### src/rtl/audio_agc_limiter.sv
// audio_agc_limiter
//   Converts wide signed audio samples into a held, saturated, signed 8-bit sample
//   for the PWM stage. A power-of-two gain is applied in stage 1; stage 2 rescales,
//   saturates to +/-127 and registers the result. A windowed peak/clip AGC adjusts
//   the gain once per WIN_LEN output samples. The output is limited to +/-127 because
//   the PWM stage adds 127, and -128 would wrap to full-on.
module audio_agc_limiter #(
  parameter int IN_W      = 12,
  parameter int MAX_SHIFT = 7,
  parameter int INIT_GAIN = 0,
  parameter int WIN_LEN   = 256,
  parameter int CLIP_LIM  = 4,
  parameter int LOW_THR   = 32
) (
  input  logic                   clk,
  input  logic                   rst,
  input  logic signed [IN_W-1:0] din,
  input  logic                   din_valid,
  input  logic                   agc_en,
  input  logic [2:0]             manual_gain,
  output logic signed [7:0]      dout,
  output logic                   dout_valid,
  output logic                   clip,
  output logic [2:0]             gain
);

  localparam int SW    = IN_W + MAX_SHIFT;
  localparam int CNT_W = $clog2(WIN_LEN + 1);

  localparam logic signed [SW-1:0] POS_LIM = SW'(127);
  localparam logic signed [SW-1:0] NEG_LIM = -SW'(127);

  // Stage 1 state: gained sample and its valid flag.
  logic                 s1_valid;
  logic signed [SW-1:0] s1_s;

  // Stage 2 combinational result.
  logic signed [SW-1:0] t;
  logic signed [7:0]    sat_val;
  logic                 sat_clip;
  logic [7:0]           neg_val;
  logic [6:0]           mag;

  // AGC window state.
  logic [CNT_W-1:0] win_cnt;
  logic [CNT_W-1:0] clip_cnt;
  logic [6:0]       peak;
  logic             win_close;

  logic signed [SW-1:0] din_ext;
  logic [2:0]           manual_clamped;

  assign din_ext        = {{MAX_SHIFT{din[IN_W-1]}}, din};
  assign manual_clamped = (int'(manual_gain) > MAX_SHIFT) ? 3'(MAX_SHIFT) : manual_gain;

  // Stage 1: capture the input scaled by the gain in force at this clk.
  // NOTE: sequential state uses non-blocking assignments so every register samples
  // pre-edge values regardless of statement order; blocking here would create races.
  always_ff @(posedge clk) begin
    if (rst) begin
      s1_valid <= 1'b0;
      s1_s     <= '0;
    end else begin
      s1_valid <= din_valid;
      if (din_valid) s1_s <= din_ext <<< gain;
    end
  end

  // Stage 2 datapath: floor rescale to 8 bits and symmetric saturation.
  // NOTE: every always_comb output gets a default first so no path leaves it
  // unassigned, which would otherwise infer a latch.
  always_comb begin
    t        = s1_s >>> (IN_W - 8);
    sat_val  = t[7:0];
    sat_clip = 1'b0;
    if (t > POS_LIM) begin
      sat_val  = 8'sd127;
      sat_clip = 1'b1;
    end else if (t < NEG_LIM) begin
      sat_val  = -8'sd127;
      sat_clip = 1'b1;
    end
    neg_val = 8'd0 - sat_val;
    mag     = sat_val[7] ? neg_val[6:0] : sat_val[6:0];
  end

  // Stage 2 register: held output sample with single-clk valid/clip pulses.
  always_ff @(posedge clk) begin
    if (rst) begin
      dout       <= '0;
      dout_valid <= 1'b0;
      clip       <= 1'b0;
    end else begin
      dout_valid <= s1_valid;
      clip       <= s1_valid & sat_clip;
      if (s1_valid) dout <= sat_val;
    end
  end

  // Window accumulation; the clk after a close clears the window and any sample
  // arriving on that clk becomes the first sample of the new window.
  always_ff @(posedge clk) begin
    if (rst) begin
      win_cnt   <= '0;
      clip_cnt  <= '0;
      peak      <= '0;
      win_close <= 1'b0;
    end else begin
      win_close <= 1'b0;
      if (win_close) begin
        win_cnt  <= s1_valid ? CNT_W'(1) : '0;
        peak     <= s1_valid ? mag : '0;
        clip_cnt <= (s1_valid && sat_clip) ? CNT_W'(1) : '0;
      end else if (s1_valid) begin
        win_cnt <= win_cnt + CNT_W'(1);
        if (mag > peak) peak <= mag;
        if (sat_clip && (clip_cnt != '1)) clip_cnt <= clip_cnt + CNT_W'(1);
        if (win_cnt == CNT_W'(WIN_LEN - 1)) win_close <= 1'b1;
      end
    end
  end

  // Gain: follows the manual setting when AGC is off, otherwise steps once per window.
  always_ff @(posedge clk) begin
    if (rst) begin
      gain <= 3'(INIT_GAIN);
    end else if (!agc_en) begin
      gain <= manual_clamped;
    end else if (win_close) begin
      if ((int'(clip_cnt) >= CLIP_LIM) && (gain != 3'd0))
        gain <= gain - 3'd1;
      else if ((int'(peak) < LOW_THR) && (int'(gain) < MAX_SHIFT))
        gain <= gain + 3'd1;
    end
  end

endmodule

### config.mk
export PLATFORM = sky130hd
export DESIGN_NAME = audio_agc_limiter
export DESIGN_NICKNAME = d
export VERILOG_FILES = /design/src/rtl/audio_agc_limiter.sv
export SDC_FILE = /design/constraint.sdc
export NUM_CORES = 1
export LEC_CHECK = 0
export ABC_AREA = 1
export CORE_MARGIN = 2
export CORE_UTILIZATION = 60
export CTS_CLUSTER_DIAMETER = 200
export CTS_CLUSTER_SIZE = 12
export DETAILED_ROUTE_END_ITERATION = 10
export GPL_ROUTABILITY_DRIVEN = 0
export GPL_TIMING_DRIVEN = 0
export PLACE_DENSITY_LB_ADDON = 0.2
export SYNTH_ARGS = -nofsm -noshare
export SYNTH_HDL_FRONTEND = slang
export SYNTH_SLANG_ARGS = --single-unit
### constraint.sdc
create_clock -name clk -period 6.8 [get_ports clk]
set_input_delay 1.02 -clock clk [delete_from_list [all_inputs] [get_ports clk]]
set_output_delay 1.02 -clock clk [all_outputs]
set_load 0.02 [all_outputs]
==> impl_metrics.py <==
metrics = {
    "routing": {
        "drcViolationCount": 0,
        "met2_wirelength_mm": 3.43,
        "vias": 3073,
        "drtIter0Drc": 221,
        "wl_met1_mm": 3.35,
        "avgViaCountPerCell": 5.65,
        "wirelength_mm": 7.40,
        "firstDrtPassIters": 7,
        "top_layer": "met4",
        "post_drt_wl_per_cell_um": 13.6,
        "met3_length_um": 469,
        "postRouteAntennaNets": 0,
    },
    "final_layout": {
        "layout_commonest_cell": "nand2_1",
        "num_antenna_cells": 0,
        "final_cell_mix": "nand2_1, dfxtp_1, o21ai_0, inv_1, a21oi_1",
        "drive_gt1_frac": 0.0545,
        "fin_nets": 509,
        "finalNonFillerCells": 544,
        "area_delta_synth_final_pct": 17.1,
    },
    "global_routing": {
        "grt_max_degree": 18,
        "grt_usage": 0.279,
        "grt_pass1_wl_mm": 12.2,
        "grt-ovfl-total": 0,
        "grt_pass1_vias": 2781,
        "antenna_found_initial": 0,
    },
    "setup_path": {
        "crit_family": "simple AND/OR/NAND/NOR gates",
        "reg2reg_depth": 25,
        "timing.critical_path.buf_inv": 4,
        "critPathMaxStageDelay_ps": 460,
        "start_kind": "flip-flop",
        "cp.depth": 25,
        "path_class": "flip-flop to flip-flop",
        "crit_path_frequent_cell": "nand2_1",
        "critPathRequiredTime_ps": 7040,
        "cp.arrival_ps": 3860,
        "cp_slowest_cell": "a21oi_1",
        "cp_max_fo": 10,
        "worstSetupEndpointType": "flip-flop",
    },
    "yosys": {
        "synth_edf_count": 0,
        "ys_async_sr_fraction": 0,
        "syn-cell-area_sq_um": 3040,
        "syn_nets": 472,
        "synth.yosys.seq_area_share": 0.363,
        "synth.distinct_cells": 41,
        "synthCells": 439,
        "yosys_most_used_dff": "dfxtp_1",
        "syn_area_per_cell_sq_um": 6.92,
        "synth-seq-cells": 55,
        "yosysWarnings": 0,
    },
    "placed_design": {
        "dp.cells": 536,
        "dpl_worst_slack_ps": 3260,
        "hpwlAfterDp_mm": 5.56,
        "io_buffers": 30,
    },
    "sta": {
        "period_share": 0.533,
        "skew_ps": 6.35,
        "finalSetupTns_ps": 0,
        "drv_slew": 0,
        "whs_ps": 481,
        "hold_violations": 0,
        "rsz0062_at_grt": "no",
        "fin_crit_ps": 3620,
        "finalSetupViolCount": 0,
        "finalWorstSetupSlack_ps": 3180,
        "slew_headroom": 0.549,
        "worst_pin_slew_ps": 673,
        "fmax_ghz": 0.276,
    },
    "floorplan": {
        "coreArea_sq_um": 4820,
        "start_util": 0.630,
        "die_w_um": 75.1,
        "die_area_sq_um": 5650,
        "io_pins": 32,
        "num_rows": 25,
        "die_y_um": 75.1,
    },
    "worst_hold_path": {
        "hp-class": "flip-flop to flip-flop",
        "whs_path_depth": 2,
    },
    "pwr": {
        "power_uw": 803,
        "clkPwrFrac": 0.318,
        "pwr-share-comb": 0.238,
        "powerDensity_nw_per_um2": 226,
        "power.internal_uw": 563,
        "p_switching_uw": 241,
        "power.static_leakage_nw": 1.46,
        "seq_power_share": 0.444,
        "swShare": 0.299,
        "ir_drop_mv": 0.102,
    },
    "clock_network": {
        "post-cts-setup-buffer-count": 0,
        "post_cts_resized": 0,
        "cts_tree": "built",
        "clk_latency_ps": 310,
        "cts-root-buf": "clkbuf_8",
        "clk_pin_slew_worst_paths_ps": 100,
        "htree_levels": 2,
        "hold_buffers": 0,
        "numCtsBuffers": 5,
        "clkSinkCount": 55,
        "clockBufferDepth": 2,
    },
    "job": {
        "timing.max_cap.violations": 0,
    },
    "status": {
        "status": "complete, no violations",
    },
}
==> final timing paths <==
check / endpoint / start / slack (ps)
worst max-delay path: peak[5] / s1_s[11] / 3180
worst min-delay path: peak[6] / peak[6] / 480
worst max register to register: peak[5] / s1_s[11] / 3180
worst min register to register: peak[6] / peak[6] / 480
==> power by group through the flow <==
stage / clock, mW / combinational, mW / sequential (mW)
after floorplan: 0 / 0.126 / 0.366
after global placement: 0 / 0.180 / 0.363
after detailed placement: 0 / 0.187 / 0.364
after CTS: 0.255 / 0.189 / 0.356
after global routing: 0.266 / 0.218 / 0.359
final: 0.255 / 0.191 / 0.357
==> kinds of logic after synthesis <==
| group | synth area share |
|---|---|
| xor+xnor | 0.00865 |
| compound gates | 0.229 |
| flops | 0.363 |
| mux | 0.00989 |
| fa+ha+maj | 0.0602 |
| buf+inv | 0.0906 |
| simple gates | 0.239 |
==> area by class of cell <==
type	instances	area, sq um
multi-input combinational	313	1660
fill	405	1260
sequential	55	1100
timing repair buffer	30	300
inverter	56	210
tap	67	83.8
clock buffer	5	68.8
clock inverter	3	67.6
buffer	15	65.1
==> flip-flops by register name (all words and copies together), names as in the netlist <==
signal and cells:
gain 3, peak 7, dout_valid 1, s1_s 15, clip_cnt 9, win_cnt 9
dout 8, clip 1, s1_valid 1, win_close 1
==> through the flow <==
stage,cell area [sq um],util
after floorplan,3040,-
after global placement,3420,0.710
after detailed placement,3420,0.710
after CTS,3560,0.738
after global routing,3560,0.738
final,3560,0.738
==> cell usage after synthesis, types with 2 or more instances <==
library cell	n	share of area
a211oi_1	2	0.0049
a21oi_1	44	0.073
a221oi_1	4	0.012
a31oi_1	7	0.014
and2_1	2	0.0041
buf_2	4	0.0066
clkbuf_1	10	0.012
dfxtp_1	55	0.36
ha_1	13	0.054
inv_1	51	0.063
inv_2	4	0.0049
mux2i_1	3	0.0099
nand2_1	97	0.12
nand2_2	3	0.0062
nand3_1	17	0.028
nand4_1	3	0.0062
nor2_1	29	0.036
nor3_1	10	0.016
o211ai_1	2	0.0049
o21ai_0	52	0.086
o221ai_1	4	0.012
or2_2	3	0.0062
xor2_1	2	0.0058
==> tightest hold or removal path, stage by stage, from the launching register on <==
cell and delay, ps:
dfxtp_1 320, nand2_1 60, a21oi_1 60
==> layer usage <==
layer | vias to the layer above | global-route usage
met5 | - | 0
met4 | 0 | 0.101
met3 | 16 | 0.0482
met2 | 122 | 0.459
met1 | 1391 | 0.368
li1 | 1544 | -
(Power assumes the default switching activity.)
